## src/rtl/mc_control_fsm.sv

```systemverilog
// Multi-cycle MIPS control unit: decodes the IR opcode/funct into per-cycle
// datapath controls, waits on memory handshakes with a bounded timeout, and
// halts in a sticky error state on illegal instructions or memory faults.
module mc_control_fsm #(
   parameter int MEM_TIMEOUT     = 16,
   parameter int CNT_W           = 5,
   parameter bit HALT_ON_ILLEGAL = 1'b1
) (
   input  logic        clk,
   input  logic        reset,
   input  logic [31:0] instruction,
   input  logic        zero,
   input  logic        mem_ready,
   output logic        PC_WE,
   output logic        MemIn,
   output logic        Mem_WE,
   output logic        IR_WE,
   output logic [1:0]  Dst,
   output logic [1:0]  RegIn,
   output logic        Reg_WE,
   output logic        A_WE,
   output logic        B_WE,
   output logic [1:0]  ALUSrcA,
   output logic [1:0]  ALUSrcB,
   output logic [2:0]  ALUOp,
   output logic [1:0]  PCSrc,
   output logic [2:0]  state,
   output logic        fault,
   output logic        instr_done
);

   localparam logic [2:0] S_IF  = 3'd0;
   localparam logic [2:0] S_ID  = 3'd1;
   localparam logic [2:0] S_EX  = 3'd2;
   localparam logic [2:0] S_MEM = 3'd3;
   localparam logic [2:0] S_WB  = 3'd4;
   localparam logic [2:0] S_ERR = 3'd7;

   localparam logic [5:0] OP_R    = 6'h00;
   localparam logic [5:0] OP_J    = 6'h02;
   localparam logic [5:0] OP_JAL  = 6'h03;
   localparam logic [5:0] OP_BEQ  = 6'h04;
   localparam logic [5:0] OP_BNE  = 6'h05;
   localparam logic [5:0] OP_ADDI = 6'h08;
   localparam logic [5:0] OP_XORI = 6'h0E;
   localparam logic [5:0] OP_LW   = 6'h23;
   localparam logic [5:0] OP_SW   = 6'h2B;

   localparam logic [5:0] FN_JR   = 6'h08;
   localparam logic [5:0] FN_ADD  = 6'h20;
   localparam logic [5:0] FN_SUB  = 6'h22;
   localparam logic [5:0] FN_SLT  = 6'h2A;

   localparam logic [2:0] ALU_ADD = 3'd0;
   localparam logic [2:0] ALU_SUB = 3'd1;
   localparam logic [2:0] ALU_XOR = 3'd2;
   localparam logic [2:0] ALU_SLT = 3'd3;

   // Counter value on the last allowed wait cycle; only meaningful when the timeout is enabled.
   localparam int               TO_LIM_I = (MEM_TIMEOUT > 0) ? MEM_TIMEOUT - 1 : 0;
   localparam logic [CNT_W-1:0] TO_LIM   = CNT_W'(TO_LIM_I);

   logic [2:0]       state_q, state_d;
   logic [CNT_W-1:0] cnt_q, cnt_d;
   logic             fault_q, fault_d;

   logic [5:0] opcode, funct;
   logic       is_r, is_jr, is_lw, is_sw, legal;
   logic       mem_state, timeout_hit;
   logic       pc_we_r, mem_we_r, ir_we_r, reg_we_r, a_we_r, b_we_r;
   logic       unused_instr;

   assign opcode       = instruction[31:26];
   assign funct        = instruction[5:0];
   assign unused_instr = ^instruction[25:6];

   assign is_r  = (opcode == OP_R);
   assign is_jr = is_r && (funct == FN_JR);
   assign is_lw = (opcode == OP_LW);
   assign is_sw = (opcode == OP_SW);

   // Instruction legality from opcode and, for R-type, funct.
   always_comb begin
      legal = 1'b0;
      case (opcode)
         OP_R:    legal = (funct == FN_ADD) || (funct == FN_SUB) ||
                          (funct == FN_SLT) || (funct == FN_JR);
         OP_J, OP_JAL, OP_BEQ, OP_BNE,
         OP_ADDI, OP_XORI, OP_LW, OP_SW: legal = 1'b1;
         default: legal = 1'b0;
      endcase
   end

   // The limit only trips while memory is still not ready; a same-cycle ready wins.
   assign mem_state   = (state_q == S_IF) || (state_q == S_MEM);
   assign timeout_hit = (MEM_TIMEOUT != 0) && mem_state && !mem_ready && (cnt_q == TO_LIM);

   // Next-state and per-state control decode.
   always_comb begin
      state_d  = state_q;
      pc_we_r  = 1'b0;
      mem_we_r = 1'b0;
      ir_we_r  = 1'b0;
      reg_we_r = 1'b0;
      a_we_r   = 1'b0;
      b_we_r   = 1'b0;
      MemIn    = 1'b0;
      Dst      = 2'd0;
      RegIn    = 2'd0;
      ALUSrcA  = 2'd0;
      ALUSrcB  = 2'd0;
      ALUOp    = ALU_ADD;
      PCSrc    = 2'd0;
      case (state_q)
         S_IF: begin
            ALUSrcB = 2'd2;
            PCSrc   = 2'd2;
            if (mem_ready) begin
               ir_we_r = 1'b1;
               pc_we_r = 1'b1;
               state_d = S_ID;
            end else if (timeout_hit) begin
               state_d = S_ERR;
            end
         end
         S_ID: begin
            a_we_r  = 1'b1;
            b_we_r  = 1'b1;
            ALUSrcB = 2'd3;
            if (!legal) begin
               state_d = HALT_ON_ILLEGAL ? S_ERR : S_IF;
            end else if (opcode == OP_J) begin
               pc_we_r = 1'b1;
               PCSrc   = 2'd1;
               state_d = S_IF;
            end else if (opcode == OP_JAL) begin
               pc_we_r  = 1'b1;
               PCSrc    = 2'd1;
               reg_we_r = 1'b1;
               Dst      = 2'd2;
               RegIn    = 2'd2;
               state_d  = S_IF;
            end else begin
               state_d = S_EX;
            end
         end
         S_EX: begin
            if (is_jr) begin
               pc_we_r = 1'b1;
               PCSrc   = 2'd3;
               state_d = S_IF;
            end else if (is_r) begin
               ALUSrcA = 2'd1;
               ALUSrcB = 2'd0;
               ALUOp   = (funct == FN_SUB) ? ALU_SUB :
                         (funct == FN_SLT) ? ALU_SLT : ALU_ADD;
               state_d = S_WB;
            end else if (opcode == OP_ADDI || opcode == OP_XORI) begin
               ALUSrcA = 2'd1;
               ALUSrcB = 2'd1;
               ALUOp   = (opcode == OP_XORI) ? ALU_XOR : ALU_ADD;
               state_d = S_WB;
            end else if (is_lw || is_sw) begin
               ALUSrcA = 2'd1;
               ALUSrcB = 2'd1;
               state_d = S_MEM;
            end else begin
               // Branches: compare A and B; the target already sits in ALUOut.
               ALUSrcA = 2'd1;
               ALUSrcB = 2'd0;
               ALUOp   = ALU_SUB;
               PCSrc   = 2'd0;
               pc_we_r = (opcode == OP_BEQ) ? zero : !zero;
               state_d = S_IF;
            end
         end
         S_MEM: begin
            MemIn    = 1'b1;
            mem_we_r = is_sw;
            if (mem_ready) begin
               state_d = is_lw ? S_WB : S_IF;
            end else if (timeout_hit) begin
               state_d = S_ERR;
            end
         end
         S_WB: begin
            reg_we_r = 1'b1;
            Dst      = is_r ? 2'd0 : 2'd1;
            RegIn    = is_lw ? 2'd1 : 2'd0;
            state_d  = S_IF;
         end
         S_ERR:   state_d = S_ERR;
         default: state_d = S_ERR;
      endcase
   end

   // Wait counter restarts on every state change and counts stalled memory cycles.
   always_comb begin
      cnt_d = cnt_q;
      if (state_d != state_q) begin
         cnt_d = '0;
      end else if (mem_state && !mem_ready) begin
         cnt_d = cnt_q + CNT_W'(1);
      end
   end

   assign fault_d = fault_q || (state_d == S_ERR);

   // State, wait counter and sticky fault registers.
   always_ff @(posedge clk or posedge reset) begin
      if (reset) begin
         state_q <= S_IF;
         cnt_q   <= '0;
         fault_q <= 1'b0;
      end else begin
         state_q <= state_d;
         cnt_q   <= cnt_d;
         fault_q <= fault_d;
      end
   end

   // Write enables are suppressed while reset is held so no partial write slips through.
   assign PC_WE   = pc_we_r  & ~reset;
   assign Mem_WE  = mem_we_r & ~reset;
   assign IR_WE   = ir_we_r  & ~reset;
   assign Reg_WE  = reg_we_r & ~reset;
   assign A_WE    = a_we_r   & ~reset;
   assign B_WE    = b_we_r   & ~reset;

   assign state      = state_q;
   assign fault      = fault_q;
   assign instr_done = (state_q == S_ID || state_q == S_EX || state_q == S_MEM ||
                        state_q == S_WB) && (state_d == S_IF);

endmodule

```

## config.mk

```make
export PLATFORM = sky130hd
export DESIGN_NAME = mc_control_fsm
export DESIGN_NICKNAME = d
export VERILOG_FILES = /design/src/rtl/mc_control_fsm.sv
export SDC_FILE = /design/constraint.sdc
export NUM_CORES = 1
export LEC_CHECK = 0
export CORE_MARGIN = 2
export CORE_UTILIZATION = 45
export CTS_CLUSTER_DIAMETER = 100
export CTS_CLUSTER_SIZE = 10
export DETAILED_ROUTE_END_ITERATION = 8
export DONT_BUFFER_PORTS = 1
export PLACE_DENSITY = 0.68
export SETUP_SLACK_MARGIN = 0.05
export SYNTH_ARGS = -nofsm -noshare
export SYNTH_HDL_FRONTEND = slang
export SYNTH_SLANG_ARGS = --single-unit
```

## constraint.sdc

```tcl
create_clock -name clk -period 3.25 [get_ports clk]
set_clock_uncertainty 0.2 [all_clocks]
set_input_delay 0.4875 -clock clk [delete_from_list [all_inputs] [get_ports clk]]
set_output_delay 0.4875 -clock clk [all_outputs]
set_load 0.01 [all_outputs]
```

==> flow_summary_export.csv, run 1 <==
group,metric,value,unit
worst_setup_path,worstPathCellList,"ha_1 > and3_1 > ha_1 > nor2b_1 > a21boi_1 > o21a_1 > o21ai_1 > nor4_2",
sta,rsz0062_at_grt,"no",
clocking,clk_latency,0.26,ns
worst_setup_path,crit_buf_inv,0,
worst_setup_path,startpoint,"cnt_q[0]$_DFFE_PP0P_",
synthesis,ys_ff_latch,9,
sta,fin_crit,2.945,ns
die,num_rows,17,
sta,fin_crit_sh,90.61,%
global_routing,grt_util_met3,3.509,%
detailed_routing,wl,2391,um
sta,fin_setup_tns,0,ns
power_and_ir_drop,ir_worst_vdd,0.4868,mV
synthesis,synth_edf_count,0,
die,start_util,46.42,%
die,dieArea,2633,um^2
synthesis,ys.flop_type,"dfrtp_1",
global_routing,grt_max_degree,18,
clocking,clk_pin_slew_worst_paths,0.06,ns
clocking,cts-root-buf,"clkbuf_4",
flow_run,maxCapViolCount,0,
detailed_routing,num_vias,966,
worst_setup_path,slowest_stage,"dfrtp_1",
worst_setup_path,r2r_setup_slack,0.95,ns
power_and_ir_drop,power_density,582.4,nW/um^2
layout,final_nets,163,
worst_setup_path,critPathCaptureType,"primary output",
global_routing,antenna_found_initial,0,
die,die_y,51.31,um
placement,port_buffers,0,
sta,max_freq,0.3396,GHz
die,ios,61,
global_routing,grt_usage,19.04,%
global_routing,top_usage_layer,"met2",
layout,mostFrequentLayoutCell,"nor2_1",
clocking,cts_tree,"yes",
clocking,cts_max_level,1,
global_routing,first_global_vias,925,
sta,finalHoldViolCount,0,
clocking,numCtsBuffers,3,
global_routing,grt_pass1_wl,3877,um
worst_setup_path,critical-path-top-delay-family,"simple AND/OR/NAND/NOR gates",
layout,num_antenna_cells,0,
detailed_routing,antenna_left,0,
detailed_routing,first_pass_iters,4,
layout,finish.utilization,47.35,%
worst_setup_path,crit_top_cell,"ha_1",
global_routing,grt_remaining_overflow,0,
sta,setup_violations,0,
worst_setup_path,reg2reg_to,"cnt_q[4]$_DFFE_PP0P_",
synthesis,synth_top_area_share,22.36,%
global_routing,use_met1,24.73,%
layout,area_growth,1.988,%
synthesis,yosys.area.top_type,"dfrtp_1",
worst_setup_path,worstSetupEndpoint,"instr_done",
synthesis,netlist_instances,128,
synthesis,async_reset_ff_share,100.0,%
placement,routabilityCongestion,0.8548,
global_routing,grtUsageMet2,32.03,%
synthesis,yosys_warnings,0,
sta,layout_setup_ws,0.3053,ns
synthesis,syn-cell-area,1007,um^2
power_and_ir_drop,leakagePower,0.3780,nW
sta,relSlewSlack,58.23,%
worst_setup_path,path_depth,8,
detailed_routing,post_drt_wl_per_cell,15.73,um
layout,final_cell_mix,"nor2_1 (14), dfrtp_1 (9), nand2_1 (8), nor2b_1 (6), o21ai_0 (6)",
status,status,"completed",
clocking,numClockSinks,9,
synthesis,syn_avg_cell_area,7.869,um^2
worst_setup_path,timing.rr.start,"state[0]$_DFF_PP0_",
synthesis,ys_top_cells_by_area,"dfrtp_1 (22%), nor2_1 (5.2%), nor2b_1 (3.7%), nand2b_1 (3.1%), mux2i_1 (3.0%)",
worst_setup_path,crit_type,"reg2out",
synthesis,synthDistinctLibCells,51,
worst_setup_path,worstPathArrival,2.26,ns
worst_setup_path,cp_slowest_stage_delay,0.40,ns
worst_setup_path,cp.required,2.56,ns
clocking,clockBufferDepth,2,
worst_hold_path,worstHoldPathType,"in2reg",
sta,tightest_slew,0.6213,ns
detailed_routing,drcViolationCount,0,
layout,drive_gt1_share,9.677,%
worst_setup_path,ff2ff_path_depth,5,
detailed_routing,dr.first_iter.drc_count,26,
die,die_w,51.31,um
worst_setup_path,cp-start-kind,"flip-flop",
detailed_routing,vias_per_cell,6.355,
worst_setup_path,cp_max_fo,4,
die,core_area,2170,um^2
placement,dp_hpwl,1837,um
sta,drv_slew,0,
placement,place_ws,0.4654,ns
synthesis,yosysSeqAreaShare,22.36,%
-- state kept, by name (all words and copies together) (netlist names) --
register	count
cnt_q	5
state	3
fault	1
-- layout make-up --
| type | instances | area (um^2) |
|---|---|---|
| clock buffers | 4 | 26.28 |
| fillers | 219 | 1142 |
| inverters | 5 | 18.77 |
| multi-input cells | 105 | 711.9 |
| flip-flops and latches | 9 | 225.2 |
| well taps | 28 | 35.03 |
| repair buffers | 1 | 10.01 |
-- worst min-delay path, delay by kind of cell --
family | cells | cell delay [ns]
compound gates | 3 | 0.21
-- per-stage QoR --
step,std cells,hold WS (ns),cell area [um^2],power [mW]
CTS,152,0.2803,1021,0.5921
finish,152,0.2845,1027,0.5982
global route,152,0.2792,1027,0.6473
floorplan,129,0.1259,1011,0.4558
global placement,147,0.1846,984.7,0.4968
detailed placement,147,0.1846,984.7,0.5007
-- synthesized netlist by cell type, types with 2 or more instances --
master,n
ha_1,2
xor2_1,2
dfrtp_1,9
and3_1,4
buf_4,4
a211oi_1,2
nor2b_1,6
nand3_1,4
o21ai_0,6
o211ai_1,3
nor3_1,4
o21a_1,3
o21ai_1,3
mux2i_1,3
inv_1,5
clkbuf_1,4
a21oi_1,4
nor2_1,14
nand2b_1,5
xnor2_1,3
nand2_1,8
-- per-layer routing --
layer	routed length, um	up-vias
met3	114	6
met1	1067	466
li1	-	458
met2	1178	36
met4	30	0
met5	0	-
-- cells by family after synthesis --
group                    after synthesis  share of synthesized area [%]
adder cells (fa/ha/maj)                2                          2.484
buffers and inverters                 15                          7.950
other                                  1                         0.3723
multiplexers                           3                          2.981
AND/OR/NAND/NOR                       61                          36.90
AO/OA/AOI/OAI                         32                          22.61
flip-flops                             9                          22.36
XOR/XNOR                               5                          4.349
-- report_power, final --
part | switching, mW | internal, mW
sequential | 0.0830 | 0.135
combinational | 0.177 | 0.117
clock | 0.0389 | 0.0473
total | 0.299 | 0.299
-- worst min-delay path by stage --
stage / start / endpoint / slack (ns) / cells past startpoint
3_5_place_dp: reset / cnt_q[3]$_DFFE_PP0P_ / 0.18 / 1
6_report: mem_ready / cnt_q[4]$_DFFE_PP0P_ / 0.28 / 3
5_1_grt: mem_ready / cnt_q[4]$_DFFE_PP0P_ / 0.28 / 3
3_3_place_gp: reset / state[0]$_DFF_PP0_ / 0.18 / 1
4_1_cts: mem_ready / cnt_q[4]$_DFFE_PP0P_ / 0.28 / 3
2_1_floorplan: reset / cnt_q[0]$_DFFE_PP0P_ / 0.13 / 1
-- repair_timing --
item / CTS / global route
hold buffers: 1 / 0
setup buffers: 0 / 0
gates resized for setup: 0 / 1
endpoints found under the hold margin: 9 / 0
endpoints found under the setup margin: 0 / 1
No activity file was read; power rests on OpenSTA's default activity.
==> inputs of run 2 (changes only) <==
PLACE_DENSITY = 0.7   (was 0.68)
clock period = 2.7 ns   (was 3.25 ns; I/O delays follow)
==> run 2 against run 1 <==
Count of clock-buffer cells in the layout is 1 lower. Core utilization is 5.9 points higher. Cell count is 7.2% higher. Design area is 13% higher. Clock power is 18% higher. Register-to-register slack worse by 0.37 ns. Sequential share of layout area is 2.3 points lower. Sequential power is 6% higher. Critical path type unchanged. Largest cell class unchanged. Highest routed layer unchanged.
==> flow_summary_export.csv, run 2 (synthesis gave the netlist of run 1 again) <==
group,metric,value,unit
detailed_routing,wl_met1,1005,um
sta,rsz0062_at_grt,"yes",
clocking,clk_pin_slew_worst_paths,0.06,ns
global_routing,grt_usage,21.34,%
global_routing,antenna_found_initial,0,
worst_setup_path,worstPathCellList,"ha_2 > and3_4 > ha_4 > nor2b_4 > a41oi_1 > o21a_1 > o21ai_2 > nor4_2 > buf_4",
layout,multi_input_area,755.7,um^2
placement,routabilityCongestion,0.8346,
worst_setup_path,crit_type,"reg2out",
placement,dp_hpwl,2026,um
sta,fin_crit_sh,97.47,%
status,status,"completed",
clocking,cts-root-buf,"clkbuf_4",
worst_setup_path,crit_buf_inv,1,
worst_setup_path,cp.required,2.10,ns
detailed_routing,dr_wl_met3,173,um
layout,final_cell_mix,"nor2_1 (13), buf_4 (11), nand2_1 (8), dfrtp_1 (8)",
die,start_util,46.42,%
clocking,numCtsBuffers,3,
worst_setup_path,worstPathArrival,2.03,ns
power_and_ir_drop,power,0.8131,mW
worst_setup_path,critical-path-top-delay-family,"simple AND/OR/NAND/NOR gates",
die,dieArea,2633,um^2
layout,fillers,228,
detailed_routing,highest_layer,"met4",
power_and_ir_drop,ir_worst_vdd,0.4104,mV
layout,area_growth,14.78,%
worst_hold_path,worstHoldPathType,"in2reg",
detailed_routing,wl,2599,um
detailed_routing,first_pass_iters,4,
die,num_rows,17,
worst_setup_path,cp-start-kind,"flip-flop",
global_routing,grt_pass1_wl,4174,um
sta,relSlewSlack,63.02,%
detailed_routing,met2WireLength,1325,um
clocking,clockBufferDepth,2,
clocking,cts_max_level,1,
worst_setup_path,critPathCaptureType,"primary output",
sta,tightest_slew,0.5469,ns
detailed_routing,dr.first_iter.drc_count,17,
sta,setup_violations,0,
detailed_routing,num_vias,1001,
layout,final_nets,174,
sta,fin_crit,2.632,ns
layout,drive_gt1_share,25.19,%
sta,finalHoldViolCount,0,
flow_run,maxCapViolCount,0,
power_and_ir_drop,leakagePower,0.4366,nW
sta,max_freq,0.3800,GHz
die,core_area,2170,um^2
worst_setup_path,cp_max_fo,4,
clocking,clk_latency,0.26,ns
global_routing,grt_max_degree,13,
layout,mostFrequentLayoutCell,"nor2_1",
detailed_routing,antenna_left,0,
layout,largest_reg_flops,5,
global_routing,first_global_vias,939,
clocking,cts_tree,"yes",
placement,place_area,1045,um^2
layout,area.sequential,226.5,um^2
placement,port_buffers,0,
layout,max_flop_register,"cnt_q",
global_routing,grt_remaining_overflow,0,
sta,fin_setup_tns,0,ns
die,die_y,51.31,um
layout,postLayoutCellArea,1156,um^2
layout,num_antenna_cells,0,
power_and_ir_drop,power_density,703.3,nW/um^2
detailed_routing,drcViolationCount,0,
die,ios,61,
clocking,numClockSinks,9,
worst_setup_path,cp_slowest_stage_delay,0.40,ns
sta,drv_slew,0,
detailed_routing,vias_per_cell,6.141,
die,die_w,51.31,um
worst_setup_path,slowest_stage,"dfrtp_1",
detailed_routing,post_drt_wl_per_cell,15.94,um
==> run 2: cell types whose count changed in the layout (fill, tap and decap cells not counted), sizes merged <==
cell,delta
clkinv,+1
clkbuf,-1
buf,+11
==> run 2: metal layers <==
metal / track usage (%) / vias to the layer above
met4: 12.28 / 0
met3: 4.386 / 8
met2: 36.80 / 38
met5: 0 / -
li1: - / 475
met1: 24.28 / 480
==> run 2: path summary, 6_finish.rpt <==
path | start | to | cells after the start | slack (ns)
worst max-delay path | cnt_q[0]$_DFFE_PP0P_ | instr_done | 9 | 0.07
worst max register to register | cnt_q[0]$_DFFE_PP0P_ | state[2]$_DFF_PP0_ | 9 | 0.58
worst min register to register | cnt_q[3]$_DFFE_PP0P_ | cnt_q[3]$_DFFE_PP0P_ | 2 | 0.35
worst min-delay path | mem_ready | cnt_q[4]$_DFFE_PP0P_ | 3 | 0.18
min in group asynchronous | reset | cnt_q[2]$_DFFE_PP0P_ | 2 | 0.38
max in group asynchronous | reset | state[1]$_DFF_PP0_ | 2 | 1.62
==> run 2: cell type report <==
class	count	share of cell area (%)
well taps	28	3.030
clock inverters	1	0.4329
clock buffers	3	1.948
multi-input cells	105	65.37
flip-flops and latches	9	19.59
repair buffers	12	8.009
inverters	5	1.623
==> run 2: where the power goes <==
part           switching [mW]  internal (mW)
clock                  0.0470         0.0546
combinational           0.273          0.208
sequential             0.0658          0.165
==> run 2: timing repair <==
action	4_1_cts	5_1_grt
resized for setup	7	7
setup endpoints to repair	1	2
buffers inserted	3	0
pin swaps	6	2
hold buffers	1	0
endpoints found under the hold margin	9	0
==> run 2: metrics by stage <==
step                setup slack [ns]  cells  hold WS (ns)  util, %
floorplan                     0.2250    129       0.04339        -
detailed placement           0.08299    155        0.1012    48.15
global placement              0.1378    155       0.09302    48.15
CTS                          0.01592    163        0.1841    52.19
finish                       0.06831    163        0.1803    53.29
global route                -0.03834    163        0.1997    53.29
==> run 2: worst min-delay path, stage by stage <==
cell	delay, ns
o21ai_0	0.05
o211ai_1	0.08
o21ai_1	0.06
